--- config.mk ---
export PLATFORM = sky130hd
export DESIGN_NAME = cpu_bus_bridge
export DESIGN_NICKNAME = d
export VERILOG_FILES = /design/src/rtl/mtl1_bus_pkg.sv /design/src/rtl/bus_sync_edge.sv /design/src/rtl/cpu_bus_bridge.sv
export SDC_FILE = /design/constraint.sdc
export NUM_CORES = 1
export LEC_CHECK = 0
export CORE_MARGIN = 5
export CORE_UTILIZATION = 40
export DETAILED_ROUTE_END_ITERATION = 12
export PLACE_DENSITY = 0.82
export SLEW_MARGIN = 5
export SYNTH_ARGS = -nofsm -noshare
export SYNTH_HDL_FRONTEND = slang
export SYNTH_SLANG_ARGS = --single-unit
--- constraint.sdc ---
create_clock -name clk -period 4.3 [get_ports clk]
set_clock_uncertainty 0.15 [all_clocks]
set_input_delay 0.43 -clock clk [delete_from_list [all_inputs] [get_ports clk]]
set_output_delay 0.43 -clock clk [all_outputs]
set_load 0.02 [all_outputs]
--- src/rtl/mtl1_bus_pkg.sv ---
// mtl1_bus_pkg: shared definitions for the MTL-1 6809 bus front-end.
//   bus_state_t       bridge FSM states (IDLE/SETUP/REQ/HOLD)
//   MTL1_REGION_BASE  default flattened region base addresses (slice k = region k)
//   MTL1_REGION_MASK  default flattened region compare masks
//   ERR_DATA_FILL     all-ones read data returned on a bus timeout
package mtl1_bus_pkg;

  typedef enum logic [1:0] {
    IDLE  = 2'd0,
    SETUP = 2'd1,
    REQ   = 2'd2,
    HOLD  = 2'd3
  } bus_state_t;

  // Region 0: 0x0xxx, region 1: 0x1xxx, region 2: 0xA000-0xA003, region 3: 0xFxxx
  localparam logic [63:0] MTL1_REGION_BASE = {16'hF000, 16'hA000, 16'h1000, 16'h0000};
  localparam logic [63:0] MTL1_REGION_MASK = {16'hF000, 16'hFFFC, 16'hF000, 16'hF000};

  localparam logic [63:0] ERR_DATA_FILL = '1;

endpackage

--- src/rtl/bus_sync_edge.sv ---
// bus_sync_edge: two-flop synchroniser for an asynchronous 6809 pin plus a
// third flop for edge detection.
// Ports:
//   clk, reset  internal clock, synchronous active-high reset
//   d           asynchronous input pin
//   level       synchronised level (second flop)
//   rise, fall  one-cycle pulses on synchronised rising/falling edge
module bus_sync_edge (
  input  logic clk,
  input  logic reset,
  input  logic d,
  output logic level,
  output logic rise,
  output logic fall
);

  logic s1, s2, s3;

  always_ff @(posedge clk) begin
    if (reset) begin
      s1 <= 1'b0;
      s2 <= 1'b0;
      s3 <= 1'b0;
    end else begin
      s1 <= d;
      s2 <= s1;
      s3 <= s2;
    end
  end

  assign level = s2;
  assign rise  = s2 & ~s3;
  assign fall  = ~s2 & s3;

endmodule

--- src/rtl/cpu_bus_bridge.sv ---
// cpu_bus_bridge: 6809 bus front-end for the MTL-1 adapter.
// Synchronises E/RW, decodes the address against N_REGIONS windows, runs a
// req/ack handshake with the selected peripheral, stretches the CPU through
// MRDY while it waits, and holds read data on the bus until E falls.
// Optional feature macro: BUS_TIMEOUT_EN (REQ wait limit with o_err pulse).
// Ports:
//   clk, reset        internal oscillator clock, synchronous active-high reset
//   i_E, i_RW         asynchronous 6809 E and R/W (1 = read)
//   i_ADDRESS, i_DATA 6809 address and data bus input
//   o_DATA, o_DATA_OE data bus drive value and tri-state enable
//   o_MRDY            0 stretches E/Q
//   o_sel, o_rd, o_wr one-hot peripheral select and request qualifiers
//   o_wdata           write data to peripheral
//   i_rdata, i_ack    flattened peripheral read data, per-peripheral done
//   o_err             one-cycle timeout pulse (0 without BUS_TIMEOUT_EN)
module cpu_bus_bridge
  import mtl1_bus_pkg::*;
#(
  parameter int unsigned ADDR_W          = 16,
  parameter int unsigned DATA_W          = 8,
  parameter int unsigned N_REGIONS       = 4,
  parameter logic [N_REGIONS*ADDR_W-1:0] REGION_BASE = (N_REGIONS*ADDR_W)'(MTL1_REGION_BASE),
  parameter logic [N_REGIONS*ADDR_W-1:0] REGION_MASK = (N_REGIONS*ADDR_W)'(MTL1_REGION_MASK),
  parameter int unsigned WR_SETUP_CYCLES = 4,
  parameter int unsigned TIMEOUT_CYCLES  = 255
) (
  input  logic                        clk,
  input  logic                        reset,
  input  logic                        i_E,
  input  logic                        i_RW,
  input  logic [ADDR_W-1:0]           i_ADDRESS,
  input  logic [DATA_W-1:0]           i_DATA,
  output logic [DATA_W-1:0]           o_DATA,
  output logic                        o_DATA_OE,
  output logic                        o_MRDY,
  output logic [N_REGIONS-1:0]        o_sel,
  output logic                        o_rd,
  output logic                        o_wr,
  output logic [DATA_W-1:0]           o_wdata,
  input  logic [N_REGIONS*DATA_W-1:0] i_rdata,
  input  logic [N_REGIONS-1:0]        i_ack,
  output logic                        o_err
);

  localparam int unsigned IDX_W    = (N_REGIONS > 1) ? $clog2(N_REGIONS) : 1;
  localparam logic [4:0]  WR_SETUP = 5'(WR_SETUP_CYCLES);

  bus_state_t state, state_nx;

  logic             rise_e, fall_e, rw_s;
  logic             unused_e_level, unused_rw_rise, unused_rw_fall;
  logic             hit;
  logic [IDX_W-1:0] hit_idx, idx_q;
  logic             rw_q;
  logic [3:0]       setup_cnt;
  logic             setup_done;
  logic [N_REGIONS-1:0] sel_onehot;
  logic             ack_sel;
  logic [DATA_W-1:0] rdata_sel;
  logic             timeout;

  bus_sync_edge u_sync_e (
    .clk   (clk),
    .reset (reset),
    .d     (i_E),
    .level (unused_e_level),
    .rise  (rise_e),
    .fall  (fall_e)
  );

  // RW is only needed as a level.
  bus_sync_edge u_sync_rw (
    .clk   (clk),
    .reset (reset),
    .d     (i_RW),
    .level (rw_s),
    .rise  (unused_rw_rise),
    .fall  (unused_rw_fall)
  );

  // Address decode; the first matching window (lowest index) wins.
  always_comb begin
    hit     = 1'b0;
    hit_idx = '0;
    for (int unsigned k = 0; k < N_REGIONS; k++) begin
      if (!hit && ((i_ADDRESS & REGION_MASK[k*ADDR_W +: ADDR_W]) ==
                   REGION_BASE[k*ADDR_W +: ADDR_W])) begin
        hit     = 1'b1;
        hit_idx = IDX_W'(k);
      end
    end
  end

  // Everything peripheral-facing is steered by the latched region index, so
  // acks and read data from unselected peripherals never reach the FSM.
  always_comb begin
    sel_onehot = '0;
    ack_sel    = 1'b0;
    rdata_sel  = '0;
    for (int unsigned k = 0; k < N_REGIONS; k++) begin
      if (idx_q == IDX_W'(k)) begin
        sel_onehot[k] = 1'b1;
        ack_sel       = i_ack[k];
        rdata_sel     = i_rdata[k*DATA_W +: DATA_W];
      end
    end
  end

  // Reads leave SETUP after one cycle; writes after WR_SETUP_CYCLES (min 1).
  assign setup_done = rw_q | (({1'b0, setup_cnt} + 5'd1) >= WR_SETUP);

`ifdef BUS_TIMEOUT_EN
  localparam int unsigned TO_W = $clog2(TIMEOUT_CYCLES + 1);
  logic [TO_W-1:0] to_cnt;

  // to_cnt holds the zero-based REQ cycle number.
  assign timeout = (state == REQ) && (to_cnt == TO_W'(TIMEOUT_CYCLES - 1));

  always_ff @(posedge clk) begin
    if (reset) begin
      to_cnt <= '0;
      o_err  <= 1'b0;
    end else begin
      o_err <= timeout && !ack_sel && !fall_e;
      if (state == REQ) to_cnt <= to_cnt + TO_W'(1);
      else              to_cnt <= '0;
    end
  end
`else
  localparam int unsigned unused_timeout_cycles = TIMEOUT_CYCLES;
  assign timeout = 1'b0;
  assign o_err   = 1'b0;
`endif

  always_ff @(posedge clk) begin
    if (reset) state <= IDLE;
    else       state <= state_nx;
  end

  always_comb begin
    state_nx  = state;
    o_sel     = '0;
    o_rd      = 1'b0;
    o_wr      = 1'b0;
    o_MRDY    = 1'b1;
    o_DATA_OE = 1'b0;
    case (state)
      IDLE: begin
        if (rise_e && hit) state_nx = SETUP;
      end
      SETUP: begin
        o_MRDY = 1'b0;
        if (fall_e)          state_nx = IDLE;
        else if (setup_done) state_nx = REQ;
      end
      REQ: begin
        o_MRDY = 1'b0;
        o_sel  = sel_onehot;
        o_rd   = rw_q;
        o_wr   = ~rw_q;
        if (fall_e)                  state_nx = IDLE;
        else if (ack_sel || timeout) state_nx = HOLD;
      end
      HOLD: begin
        o_DATA_OE = rw_q;
        if (fall_e) state_nx = IDLE;
      end
      default: state_nx = IDLE;
    endcase
  end

  always_ff @(posedge clk) begin
    if (reset) begin
      idx_q     <= '0;
      rw_q      <= 1'b0;
      setup_cnt <= '0;
      o_wdata   <= '0;
      o_DATA    <= '0;
    end else begin
      case (state)
        IDLE: begin
          if (rise_e && hit) begin
            idx_q     <= hit_idx;
            rw_q      <= rw_s;
            setup_cnt <= '0;
          end
        end
        SETUP: begin
          setup_cnt <= setup_cnt + 4'd1;
          if (!fall_e && setup_done && !rw_q) o_wdata <= i_DATA;
        end
        REQ: begin
          // An ack on the timeout cycle takes precedence over the error fill.
          if (!fall_e) begin
            if (ack_sel) begin
              if (rw_q) o_DATA <= rdata_sel;
            end else if (timeout) begin
              o_DATA <= ERR_DATA_FILL[DATA_W-1:0];
            end
          end
        end
        default: ;
      endcase
    end
  end

endmodule

======== Word-level counts from Yosys, hierarchy flattened ========
Index checks and enable logic that the tools add are counted.
storage, ports and cells
  latch bits .............................. 0
  bits in registers ....................... 30
  memories kept ........................... 0
  output and inout port bits .............. 25
  ROM bits ................................ 0
  RAM bits ................................ 0
  logic and storage cells ................. 88
  bits of input ports ..................... 64
operators by class
  order comparisons ....................... 1
  eq/ne operators ......................... 13
  multiplexer cells ....................... 33
  $add $sub $neg .......................... 2
  shift-type cells ........................ 0
  divide/modulo/power cells ............... 0
  reductions and logical operators ........ 21
  multipliers ............................. 0
  bitwise gates (word level) .............. 7
operators with widths
  operator                                                            count
  two-way mux 8 bit                                                   4
  two-way mux 1 bit                                                   17
  logical NOT 16 bit                                                  1
  two-way mux 2 bit                                                   8
  == test 14 bit (second input constant)                              1
  == test 2 bit (second input constant)                               4
  two-way mux 4 bit                                                   2
  case mux 2 bit (4 select lines)                                     1
  case mux 4 bit (2 select lines)                                     1
  AND reduction 4 bit                                                 2
  logical AND 1 bit                                                   6
  != test 3 bit (second input constant)                               2
  AND reduction 2 bit                                                 3
  adder 4 x 1 -> 5 bit (second input constant)                        1
  greater-or-equal comparator 5 x 3 -> 1 bit (second input constant)  1
  logical NOT 1 bit                                                   5
  adder 4 x 1 -> 4 bit (second input constant)                        1
  == test 2 x 1 -> 1 bit (second input constant)                      2
  == test 4 x 1 -> 1 bit (second input constant)                      1
  == test 4 bit (second input constant)                               1
  logical NOT 2 bit                                                   2
  != test 2 bit (second input constant)                               2
  NOT 1 bit                                                           4
  bitwise AND 1 bit                                                   2
  other kinds (3)                                                     3

======== Depth between registers and ports, before layout ========
Gate-level depths: netlist of run 1.
  word-level depth ........................ 14
  gate-level depth with buffers ........... 7
  mapped depth without buffers ............ 6

======== By module ========
Synthesis of run 1 repeated with hierarchy kept, for this count alone.
second synthesis, totals
  cells, all modules ...................... 170
  area total of the unflattened synthesis .. 1709.1 µm²
modules (own cells, without submodules)
  module          area each (µm²)  cells an instance  seq. area each (µm²)  instances
  cpu_bus_bridge  1526.5           154                500.5                 1
  bus_sync_edge   91.3             8                  60.1                  2

======== Least setup slack after synthesis of run 1 ========
Ideal clock, no wire load.
  kind .................................... in2reg
  start ................................... in i_ADDRESS[9]
  end ..................................... reg state[0]
  data arrival time ....................... 2.016 ns
  stages .................................. 5
  data required time ...................... 4.031 ns
  setup slack ............................. 2.015 ns
  setup time .............................. 0.119 ns
  cells stage by stage .................... or4_1 -> nor4_4 -> a311oi_2 -> or3_1 -> o221a_1
on the way
  cells in the longest elaborated chain, start to end .. 9
RTL lines
  what                                      RTL line               text
  from (decl)                               cpu_bus_bridge.sv:31   input logic [ADDR_W-1:0] i_ADDRESS,
  == test 14 bit (*)                        cpu_bus_bridge.sv:86   if (!hit && ((i_ADDRESS & REGION_MASK[k*ADDR_W +: ADDR_W]) ==
  logical AND 1 bit (*)                     cpu_bus_bridge.sv:86
  two-way mux 1 bit (*)                     cpu_bus_bridge.sv:86
  logical NOT 1 bit                         cpu_bus_bridge.sv:86
  logical AND 1 bit                         cpu_bus_bridge.sv:86
  two-way mux 1 bit (*)                     cpu_bus_bridge.sv:86
  logical AND 1 bit (*)                     cpu_bus_bridge.sv:149  if (rise_e && hit) state_nx = SETUP;
  != test 2 bit (no source line) (*)        -
  AND reduction 4 bit (no source line) (*)  -
  to (signal assigned)                      cpu_bus_bridge.sv:137  else state <= state_nx;
  to (decl)                                 cpu_bus_bridge.sv:48   bus_state_t state, state_nx;
Mark *: on every way between the ends. The rest lies on a longest branch, timed or not.
A chain may end at the register's enable or synchronous reset.

======== Worst setup path after layout of run 1 ========
  start ................................... in i_ADDRESS[12]
  end ..................................... reg setup_cnt[3]
on the way
  cells in the longest elaborated chain, start to end .. 14
  elaborated cells between the ends (all ways) .. 17
RTL lines
  what                                      RTL line               text
  logical NOT 16 bit                        cpu_bus_bridge.sv:86
  two-way mux 1 bit                         cpu_bus_bridge.sv:86
  logical NOT 1 bit                         cpu_bus_bridge.sv:86
  logical AND 1 bit                         cpu_bus_bridge.sv:86
  two-way mux 1 bit                         cpu_bus_bridge.sv:86
  logical NOT 1 bit                         cpu_bus_bridge.sv:86
  logical AND 1 bit                         cpu_bus_bridge.sv:86
  two-way mux 1 bit                         cpu_bus_bridge.sv:86
  logical NOT 1 bit                         cpu_bus_bridge.sv:86
  logical AND 1 bit                         cpu_bus_bridge.sv:86
  two-way mux 1 bit (*)                     cpu_bus_bridge.sv:86
  logical AND 1 bit (*)                     cpu_bus_bridge.sv:182  if (rise_e && hit) begin
  != test 2 bit (no source line) (*)        -
  AND reduction 2 bit (no source line) (*)  -
  to (signal assigned)                      cpu_bus_bridge.sv:189  setup_cnt <= setup_cnt + 4'd1;
  to (decl)                                 cpu_bus_bridge.sv:55   logic [3:0] setup_cnt;
Marked as above.

==> results of run 1 <==
[layer usage]
metal / global-route usage / vias up / share of wire
li1: - / 764 / -
met1: 0.1750 / 688 / 0.38
met2: 0.2726 / 64 / 0.48
met3: 0.06351 / 4 / 0.13
met4: 0.03557 / 0 / 0.0074
met5: 0 / - / 0
[cell type report]
class,instances,area [sq um],share of cell area
Multi-Input combinational cell,120,983.4,0.3715
Timing Repair Buffer,86,858.3,0.3242
Sequential cell,30,600.6,0.2268
Clock buffer,6,82.58,0.03119
Tap cell,50,62.56,0.02363
Clock inverter,1,30.03,0.01134
Inverter,8,30.03,0.01134
[kinds of logic (layout without fill, tap and decap cells)]
logic type / after synthesis / after routing / share of synthesized area
fa+ha+maj: 7 / 7 / 0.05303
compound gates: 17 / 17 / 0.07955
flops: 30 / 30 / 0.3636
mux: 28 / 28 / 0.2379
buf+inv: 17 / 101 / 0.04091
simple gates: 67 / 67 / 0.2227
other cells: 1 / 1 / 0.002271
[power groups by stage]
stage	clock network, mW	logic, mW	registers (mW)
2_1_floorplan	0	0.0460	0.291
3_3_place_gp	0	0.112	0.292
3_5_place_dp	0	0.114	0.292
4_1_cts	0.290	0.115	0.286
5_1_grt	0.307	0.123	0.286
6_report	0.283	0.114	0.286
[cell usage in the layout (no fill, tap or decap)]
| cell type | n |
|---|---|
| o21bai_1 | 1 |
| conb_1 | 1 |
| clkdlybuf4s50_1 | 85 |
| nand4b_1 | 2 |
| nand2b_1 | 1 |
| or3_1 | 2 |
| nand3_1 | 5 |
| o221a_1 | 1 |
| a211o_1 | 1 |
| and3_1 | 1 |
| and2_1 | 3 |
| clkbuf_8 | 6 |
| mux2i_1 | 19 |
| nor4_4 | 1 |
| and3b_1 | 1 |
| nor4_1 | 1 |
| ha_1 | 7 |
| o32a_1 | 1 |
| a311oi_2 | 1 |
| or4_4 | 1 |
| or4_1 | 3 |
| bufinv_16 | 1 |
| buf_4 | 1 |
| nand2_1 | 9 |
| nor3b_1 | 3 |
| nor2_1 | 24 |
| mux4_2 | 9 |
| o32ai_1 | 3 |
| or4b_1 | 1 |
| o2111ai_1 | 1 |
| nor2b_1 | 8 |
| dfxtp_1 | 30 |
| o21a_1 | 1 |
| o21ai_1 | 3 |
| o21ai_0 | 1 |
| inv_1 | 8 |
| a31oi_1 | 1 |
| a21oi_1 | 2 |
| nor3_1 | 1 |
[worst paths after layout]
path	startpoint	endpoint	slack (ps)	cells past startpoint
hold / removal	u_sync_rw.s1	u_sync_rw.level	280	1
setup reg to reg	idx_q[0]	o_DATA[5]	1910	4
hold reg to reg	u_sync_rw.s1	u_sync_rw.level	280	1
setup / recovery	i_ADDRESS[12]	setup_cnt[3]	1710	6
[stage by stage]
stage | instance area [sq um] | util | total power, mW | std cells | setup WS, ps
detailed placement | 2535 | 0.6337 | 0.4063 | 294 | 1422
CTS | 2648 | 0.6619 | 0.6915 | 301 | 1710
global placement | 2535 | 0.6337 | 0.4042 | 294 | 1467
global route | 2648 | 0.6619 | 0.7164 | 301 | 1599
finish | 2648 | 0.6619 | 0.6830 | 301 | 1713
floorplan | 1652 | - | 0.3369 | 167 | 2015
[worst max-delay path: cells and delay by family]
family	cells	cell delay, ps
compound gates	2	320
simple gates	3	1420
buf+inv	1	470
[flip-flops by register name, indices dropped and copies added (netlist names), 2 cells and up]
name       cells
idx_q          2
o_wdata        8
o_DATA         8
state          2
setup_cnt      4
[Yosys cell counts (2+ instances only)]
cell | count | share of area
nand3_1 | 5 | 0.015
clkbuf_1 | 8 | 0.018
nor3b_1 | 3 | 0.014
o21ai_1 | 3 | 0.0091
o32ai_1 | 3 | 0.016
dfxtp_1 | 30 | 0.36
and2_1 | 3 | 0.011
inv_1 | 8 | 0.018
nor2_1 | 24 | 0.055
ha_1 | 7 | 0.053
nor2b_1 | 8 | 0.030
mux4_2 | 9 | 0.12
mux2i_1 | 19 | 0.12
or4_1 | 3 | 0.014
or3_1 | 2 | 0.0076
a21oi_1 | 2 | 0.0061
nand4b_1 | 2 | 0.011
nand2_1 | 9 | 0.020
==> summary.txt, run 1 <==
Timing
  • Final worst path period share: 0.6017
  • Minimum clock period: 2587 ps
  • Hold Violations, Final: 0
  • Setup TNS: 0 ps
  • RSZ-0062 raised after global routing: no
  • Max Clk Rate: 386.5 MHz
  • Endpoints failing setup: 0
  • Slew Limit Headroom: 0.3215
  • Actual slew at the worst max-slew pin: 1011 ps
  • Hold_ws: 280.6 ps
  • Max-slew violation count: 0

Routing
  • Drt pass-1 iters: 4
  • DR vias: 1,520
  • Number of remaining DRC errors: 0
  • Routed Antenna Nets: 0
  • Initial drt markers: 35
  • Via density: 5.050
  • Final WL: 4331 um
  • WL per Instance: 14.39 um

Job
  • Max_cap viols: 0

Clock tree
  • Clock Tree Root: clkbuf_8
  • CTS tree: built
  • Clock Tree Buf Depth: 2
  • Postcts setup bufs: 0
  • # clock sinks: 30
  • Clock slew at reported path FFs: 60 ps
  • H-tree depth: 2
  • # resized after CTS: 0
  • Cts hold-fix bufs: 0
  • Num CTS Buffers: 5
  • Clk Latency, worst-skew pair: 280 ps

GRT
  • Initial antenna violation count: 0
  • Vias in the first global route: 1,486
  • Pin count of the biggest net entering global routing: 32
  • GRT overflow: 0
  • First-pass GRT wire length: 6644 um
  • GRT Util Overall: 0.1546

Floorplan
  • FP Rows: 23
  • Die area: 5514 sq um
  • Die extent in x: 74.26 um
  • Die height: 74.26 um
  • Initial core utilization: 0.4129
  • Ports: 89
  • Core Region: 4000 sq um

Pwr
  • Combinational share of power: 0.167
  • P per Cell Area: 258.0 nW/um^2
  • Leakage: 1.092 nW
  • Net Sw Power: 0.1429 mW
  • Sw Share: 0.2093
  • Part of the power in registers: 0.419
  • Worst vdd ir: 0.0002331 V
  • Proportion of power drawn by the clock network: 0.415
  • Cell-internal power: 0.5401 mW

Placement
  • DP Wirelength: 3469 um
  • RD Place Congestion: 0.7149
  • IO Port Bufs: 85

Critical path
  • Critical-path cell list: clkdlybuf4s50_1 -> or4_4 -> nor4_4 -> a311oi_2 -> or4b_1 -> a31oi_1
  • Crit-path max FO: 8
  • Worst path max stage delay: 580 ps
  • Worst endpoint data arrival time: 2630 ps
  • Startpoint Class: primary input
  • Worst setup EP type: register
  • Worst endpoint required time: 4350 ps
  • Critical-path top delay cell: or4_4
  • CP Class: in -> reg

Outcome
  • Status: completed

Hold path
  • Worst Hold Class: reg -> reg

Logic synthesis
  • Async SR Flop Fraction: 0
  • Synth Instances: 167
  • Sequential area share after synthesis: 0.3636
  • Cell area after synthesis: 1652 sq um
  • Library cells used by synthesis: 37
  • Post-synth EDFFs: 0
  • Post-Syn Nets: 238
  • Most used DFF post-synth: dfxtp_1
  • Seq cells post-synth: 30
  • Post-Synthesis Mean Instance Area: 9.890 sq um
  • Synth Warn #: 0

Finish
  • Final net count: 322
  • Number of antenna repair diodes: 0
  • Layout cells sized above 1: 0.07968
  • # fillers: 333
  • Area Growth Syn to Fin: 60.30%
(Power assumes the default switching activity.)
==> run 2: changes to the inputs <==
- CORE_UTILIZATION: 40 -> 39
- PLACE_DENSITY: 0.82 -> 0.8
- clock period: 4.3 -> 2.5 ns (I/O delays scaled with it)
==> run 2 against run 1 <==
Compared with the run above: register-to-register slack lost 1700 ps; critical path depth shrank 2; utilization shrank 0.26 points; clock power grew 42%; sequential cell count is the same; largest cell class unchanged.
==> summary.txt, run 2 (synthesis gave the netlist of run 1 again) <==
GRT
  • GRT overflow: 0 (unchanged)
  • GRT Util Overall: 0.1541 (-0.0005618)
  • Vias in the first global route: 1,543 (+3.8%)
  • First-pass GRT wire length: 6644 um (unchanged)
  • Initial antenna violation count: 0 (unchanged)
  • Pin count of the biggest net entering global routing: 30 (-6.3%)

Floorplan
  • Die height: 75.08 um (+1.1%)
  • Initial core utilization: 0.4070 (-0.005857)
  • FP Rows: 23 (unchanged)
  • Die extent in x: 75.08 um (+1.1%)
  • Die area: 5636 sq um (+2.2%)
  • Ports: 89 (unchanged)
  • Core Region: 4058 sq um (+1.4%)

Finish
  • Number of antenna repair diodes: 0 (unchanged)
  • Layout cells sized above 1: 0.1047 (+0.02497)
  • Commonest cells after routing, fill and taps aside: 85 x clkdlybuf4s50_1, 30 x dfxtp_1, 24 x nor2_1
  • Most common cell after layout, fill and taps aside: clkdlybuf4s50_1
  • Area Growth Syn to Fin: 61.97%
  • Top flop regs: o_DATA x8, o_wdata x8, setup_cnt x4
  • Final net count: 328 (+1.9%)

Clock tree
  • H-tree depth: 2 (unchanged)
  • # clock sinks: 30 (unchanged)
  • Postcts setup bufs: 0 (unchanged)
  • # resized after CTS: 0 (unchanged)
  • Clock slew at reported path FFs: 60 ps (about the same)
  • CTS tree: built
  • Clk Latency, worst-skew pair: 280 ps (about the same)
  • Cts hold-fix bufs: 0 (unchanged)
  • Clock Tree Root: clkbuf_8
  • Clock Tree Buf Depth: 2 (unchanged)
  • Num CTS Buffers: 5 (unchanged)

Job
  • Max_cap viols: 0 (unchanged)

Critical path
  • Worst path max stage delay: 630 ps (+50 ps)
  • Worst path depth: 4 (-2)
  • Crit-path max FO: 9 (+1)
  • R2R cell count: 6 (+2)
  • CP delay by family, top: buffers and inverters
  • Crit path launch: state[0]
  • Worst setup EP type: primary output
  • Worst endpoint required time: 2100 ps (-2250 ps)
  • Critical-path cell list: inv_1 -> ha_1 -> nor3b_1 -> clkdlybuf4s50_1
  • CP Class: reg -> out
  • Worst endpoint data arrival time: 1910 ps (-720 ps)
  • Reg2reg end: o_wdata[6]
  • R2R setup slack: 260 ps (-1650 ps)
  • End point of the critical path: o_sel[0]
  • Critical-path top delay cell: clkdlybuf4s50_1
  • R2R Path Start: setup_cnt[0]
  • Buf+Inv Stages, Crit Path: 2 (+1)
  • Startpoint Class: register

Timing
  • RSZ-0062 raised after global routing: no
  • Hold Violations, Final: 0 (unchanged)
  • Final worst path period share: 0.9254
  • Hold_ws: 295.4 ps (+14.83 ps)
  • Slew Limit Headroom: 0.3213 (about the same)
  • Minimum clock period: 2314 ps
  • Max Clk Rate: 432.2 MHz
  • Actual slew at the worst max-slew pin: 1011 ps (+0.2367 ps)
  • Max-slew violation count: 0 (unchanged)
  • Endpoints failing setup: 0 (unchanged)

Routing
  • Drt pass-1 iters: 4 (unchanged)
  • Initial drt markers: 33 (-5.7%)
  • Number of remaining DRC errors: 0 (unchanged)
  • Routed Antenna Nets: 0 (unchanged)
  • Final WL: 4310 um (-0.48%)
  • DR vias: 1,553 (+2.2%)
  • Via density: 5.042 (-0.15%)
  • WL per Instance: 13.99 um (-2.7%)

Pwr
  • Part of the power in registers: 0.449 (+0.030)
  • Worst vdd ir: 0.0002735 V (+17%)
  • Sw Share: 0.2362 (+0.02695)
  • Proportion of power drawn by the clock network: 0.367 (-0.048)
  • Cell-internal power: 0.8371 mW (+55%)
  • Combinational share of power: 0.185 (+0.018)
  • P per Cell Area: 409.7 nW/um^2 (+59%)
  • Leakage: 1.110 nW (+1.7%)
  • Tot Pwr: 1.096 mW (+60%)
  • Net Sw Power: 0.2589 mW (+81%)

Placement
  • IO Port Bufs: 85 (unchanged)
  • DP Wirelength: 3521 um (+1.5%)
  • RD Place Congestion: 0.7671 (+7.3%)

Outcome
  • Status: completed

Hold path
  • Hold path depth: 1 (unchanged)
  • Worst Hold Class: reg -> reg
[run 2: worst min-delay path by stage]
stage,start,to,slack [ps]
6_report,u_sync_e.s1,u_sync_e.level,300
5_1_grt,u_sync_e.s1,u_sync_e.level,320
4_1_cts,u_sync_e.s1,u_sync_e.level,300
3_5_place_dp,u_sync_e.s1,u_sync_e.level,290
3_3_place_gp,u_sync_e.s1,u_sync_e.level,280
2_1_floorplan,i_E,u_sync_e.s1,230
[run 2: layout make-up]
type / instances / area, sq um
well taps: 50 / 62.56
multi-input cells: 120 / 983.4
repair buffers: 92 / 903.4
clock inverters: 2 / 12.51
clock buffers: 6 / 82.58
flip-flops and latches: 30 / 600.6
fillers: 336 / 1383
inverters: 8 / 30.03
[run 2: stage by stage]
step / TNS, ps / utilization / cells / setup slack, ps / area (sq um)
2_1_floorplan: 0 / - / 167 / 395.4 / 1652
3_3_place_gp: -52.72 / 0.6358 / 300 / -28.23 / 2580
3_5_place_dp: -140.9 / 0.6358 / 300 / -80.43 / 2580
4_1_cts: 0 / 0.6593 / 308 / 157.5 / 2675
5_1_grt: 0 / 0.6593 / 308 / 60.22 / 2675
6_report: 0 / 0.6593 / 308 / 186.4 / 2675
[run 2: power groups by stage]
| stage | Clock [mW] | Sequential [mW] | Combinational [mW] |
|---|---|---|---|
| floorplan | 0 | 0.500 | 0.0790 |
| detailed placement | 0 | 0.502 | 0.204 |
| CTS | 0.413 | 0.492 | 0.204 |
| global placement | 0 | 0.502 | 0.201 |
| finish | 0.402 | 0.492 | 0.203 |
| global route | 0.435 | 0.493 | 0.219 |
[run 2: per-layer routing]
layer | share of wire | vias up | global-route usage | wire (um)
li1 | - | 781 | - | -
met3 | 0.15 | 6 | 0.07477 | 636
met5 | 0 | - | 0 | 0
met1 | 0.38 | 698 | 0.1716 | 1652
met4 | 0.0088 | 0 | 0.03557 | 38
met2 | 0.46 | 68 | 0.2650 | 1983
==> run 3: changes to the inputs <==
- GPL_TIMING_DRIVEN: not set -> 0
==> run 3 against run 2 <==
Compared with the run above: critical path depth is 2 higher; global-route usage is 0.22 points higher; first-iteration DRC count is 15% higher.
==> summary.txt, run 3 (synthesis gave the netlist of run 1 again) <==
Outcome
  • Status: completed

Timing
  • Slew Limit Headroom: 0.3161 (-0.005213)
  • Hold Violations, Final: 0 (unchanged)
  • Final worst path period share: 0.9394 (+0.01395)
  • Max Clk Rate: 425.8 MHz (-1.5%)
  • Hold_ws: 290.9 ps (-4.574 ps)
  • Setup TNS: 0 ps (unchanged)
  • Minimum clock period: 2348 ps (+34.88 ps)
  • Endpoints failing setup: 0 (unchanged)
  • Actual slew at the worst max-slew pin: 1019 ps (+7.768 ps)
  • Worst setup margin: 151.5 ps (-34.88 ps)
  • Max-slew violation count: 0 (unchanged)
  • RSZ-0062 raised after global routing: no

Clock tree
  • Clock slew at reported path FFs: 60 ps (about the same)
  • Clk Latency, worst-skew pair: 280 ps (about the same)
  • Clock Tree Root: clkbuf_8
  • Cts hold-fix bufs: 0 (unchanged)
  • CTS tree: built
  • H-tree depth: 2 (unchanged)
  • # clock sinks: 30 (unchanged)
  • Clock Tree Buf Depth: 2 (unchanged)
  • Num CTS Buffers: 5 (unchanged)

Floorplan
  • Initial core utilization: 0.4070 (unchanged)
  • Core Region: 4058 sq um (unchanged)
  • FP Rows: 23 (unchanged)
  • Die height: 75.08 um (unchanged)
  • Ports: 89 (unchanged)
  • Die extent in x: 75.08 um (unchanged)
  • Die area: 5636 sq um (unchanged)

Pwr
  • Combinational share of power: 0.187 (+0.002)
  • Proportion of power drawn by the clock network: 0.352 (-0.015)
  • P per Cell Area: 402.4 nW/um^2 (-1.8%)
  • Sw Share: 0.2288 (-0.007415)
  • Net Sw Power: 0.2443 mW (-5.6%)
  • Cell-internal power: 0.8235 mW (-1.6%)
  • Leakage: 1.090 nW (-1.9%)
  • Part of the power in registers: 0.460 (+0.011)
  • Tot Pwr: 1.068 mW (-2.6%)
  • Worst vdd ir: 0.0003718 V (+36%)

Finish
  • Most common cell after layout, fill and taps aside: clkdlybuf4s50_1
  • Commonest cells after routing, fill and taps aside: 85 x clkdlybuf4s50_1, 30 x dfxtp_1, 24 x nor2_1
  • Layout cells sized above 1: 0.08594 (-0.01871)
  • Final net count: 328 (unchanged)
  • Area Growth Syn to Fin: 60.68%
  • Final Cell Area: 2654 sq um (-0.80%)
  • Final Util: 0.6540 (-0.005242)
  • Top flop regs: o_DATA x8, o_wdata x8, setup_cnt x4
  • Number of antenna repair diodes: 0 (unchanged)
  • Non-Filler Instances: 306 (-0.65%)

Critical path
  • R2R cell count: 6 (unchanged)
  • Worst setup EP type: register
  • Critical-path top delay cell: or4_4
  • Critical-path cell list: clkdlybuf4s50_1 -> or4_4 -> nor4_4 -> a311oi_2 -> or3_1 -> o221a_1
  • Buf+Inv Stages, Crit Path: 1 (-1)
  • R2R Path Start: setup_cnt[0]
  • Crit-path max FO: 8 (-1)
  • Reg2reg end: o_wdata[6]
  • Worst endpoint data arrival time: 2370 ps (+460 ps)
  • Startpoint Class: primary input
  • CP Class: in -> reg
  • CP delay by family, top: simple AND/OR/NAND/NOR gates
  • R2R setup slack: 230 ps (-30 ps)
  • Worst endpoint required time: 2520 ps (+420 ps)
  • Worst path max stage delay: 580 ps (-50 ps)

Hold path
  • Worst Hold Class: reg -> reg
  • Hold path start: u_sync_e.s1
  • Min-Delay Endpoint: u_sync_e.level
  • Hold path depth: 1 (unchanged)

Placement
  • Placed Area: 2565 sq um (-0.58%)
  • DP Wirelength: 3678 um (+4.5%)
  • Pre-CTS WS: -221.8 ps (-141.4 ps)
  • IO Port Bufs: 85 (unchanged)
  • RD Place Congestion: 0.7777 (+1.4%)
  • Placed insts: 302 (+0.67%)

Routing
  • Number of remaining DRC errors: 0 (unchanged)
  • Final WL: 4463 um (+3.5%)
  • Routed Antenna Nets: 0 (unchanged)
  • WL per Instance: 14.58 um (+4.2%)
  • Initial drt markers: 38 (+15%)
  • Drt pass-1 iters: 4 (unchanged)
  • DR vias: 1,578 (+1.6%)
  • Via density: 5.157 (+2.3%)

GRT
  • Pin count of the biggest net entering global routing: 11 (-63%)
  • Initial antenna violation count: 0 (unchanged)
  • GRT Util Overall: 0.1563 (+0.002230)
  • GRT overflow: 0 (unchanged)
  • Vias in the first global route: 1,536 (-0.45%)
  • First-pass GRT wire length: 6782 um (+2.1%)

Job
  • Max_cap viols: 0 (unchanged)
[run 3: cell count changes in the layout (fill, tap and decap cells not counted), sizes merged]
cell,previous run,this run
buf,7,2
clkbuf,6,11
clkinv,1,0
clkinvlp,1,0
[run 3: worst max-delay path by stage]
stage / start / endpoint / slack, ps / cells after the start
floorplan: i_ADDRESS[9] / state[0] / 400 / 5
global placement: i_ADDRESS[12] / idx_q[0] / -170 / 6
detailed placement: i_ADDRESS[12] / idx_q[0] / -220 / 6
CTS: state[0] / o_sel[0] / 50 / 5
global route: state[0] / o_sel[0] / 20 / 4
finish: i_ADDRESS[12] / state[0] / 150 / 6
[run 3: area by class of cell]
class	count	area, sq um
Inverter	8	30.03
Fill cell	346	1404
Buffer	7	31.28
Timing Repair Buffer	85	850.8
Tap cell	50	62.56
Sequential cell	30	600.6
Clock buffer	6	82.58
Multi-Input combinational cell	120	996.0
[run 3: power groups by stage]
stage	Combinational (mW)	Sequential, mW	Clock [mW]
after floorplan	0.0790	0.500	0
after global placement	0.196	0.502	0
after detailed placement	0.200	0.502	0
after CTS	0.200	0.491	0.386
after global routing	0.217	0.492	0.403
final	0.200	0.492	0.376
[run 3: metal layers]
metal | wire length, um | GRT usage | part of all wire | up-vias
li1 | - | - | - | 776
met4 | 27 | 0.02964 | 0.0060 | 0
met3 | 584 | 0.06809 | 0.13 | 5
met5 | 0 | 0 | 0 | -
met2 | 2099 | 0.2718 | 0.47 | 68
met1 | 1751 | 0.1789 | 0.39 | 729
[run 3: timing repair]
action,4_1_cts,5_1_grt
endpoints found under the setup margin,2,7
gates resized for setup,1,3
setup buffers,0,0
endpoints found under the hold margin,0,0
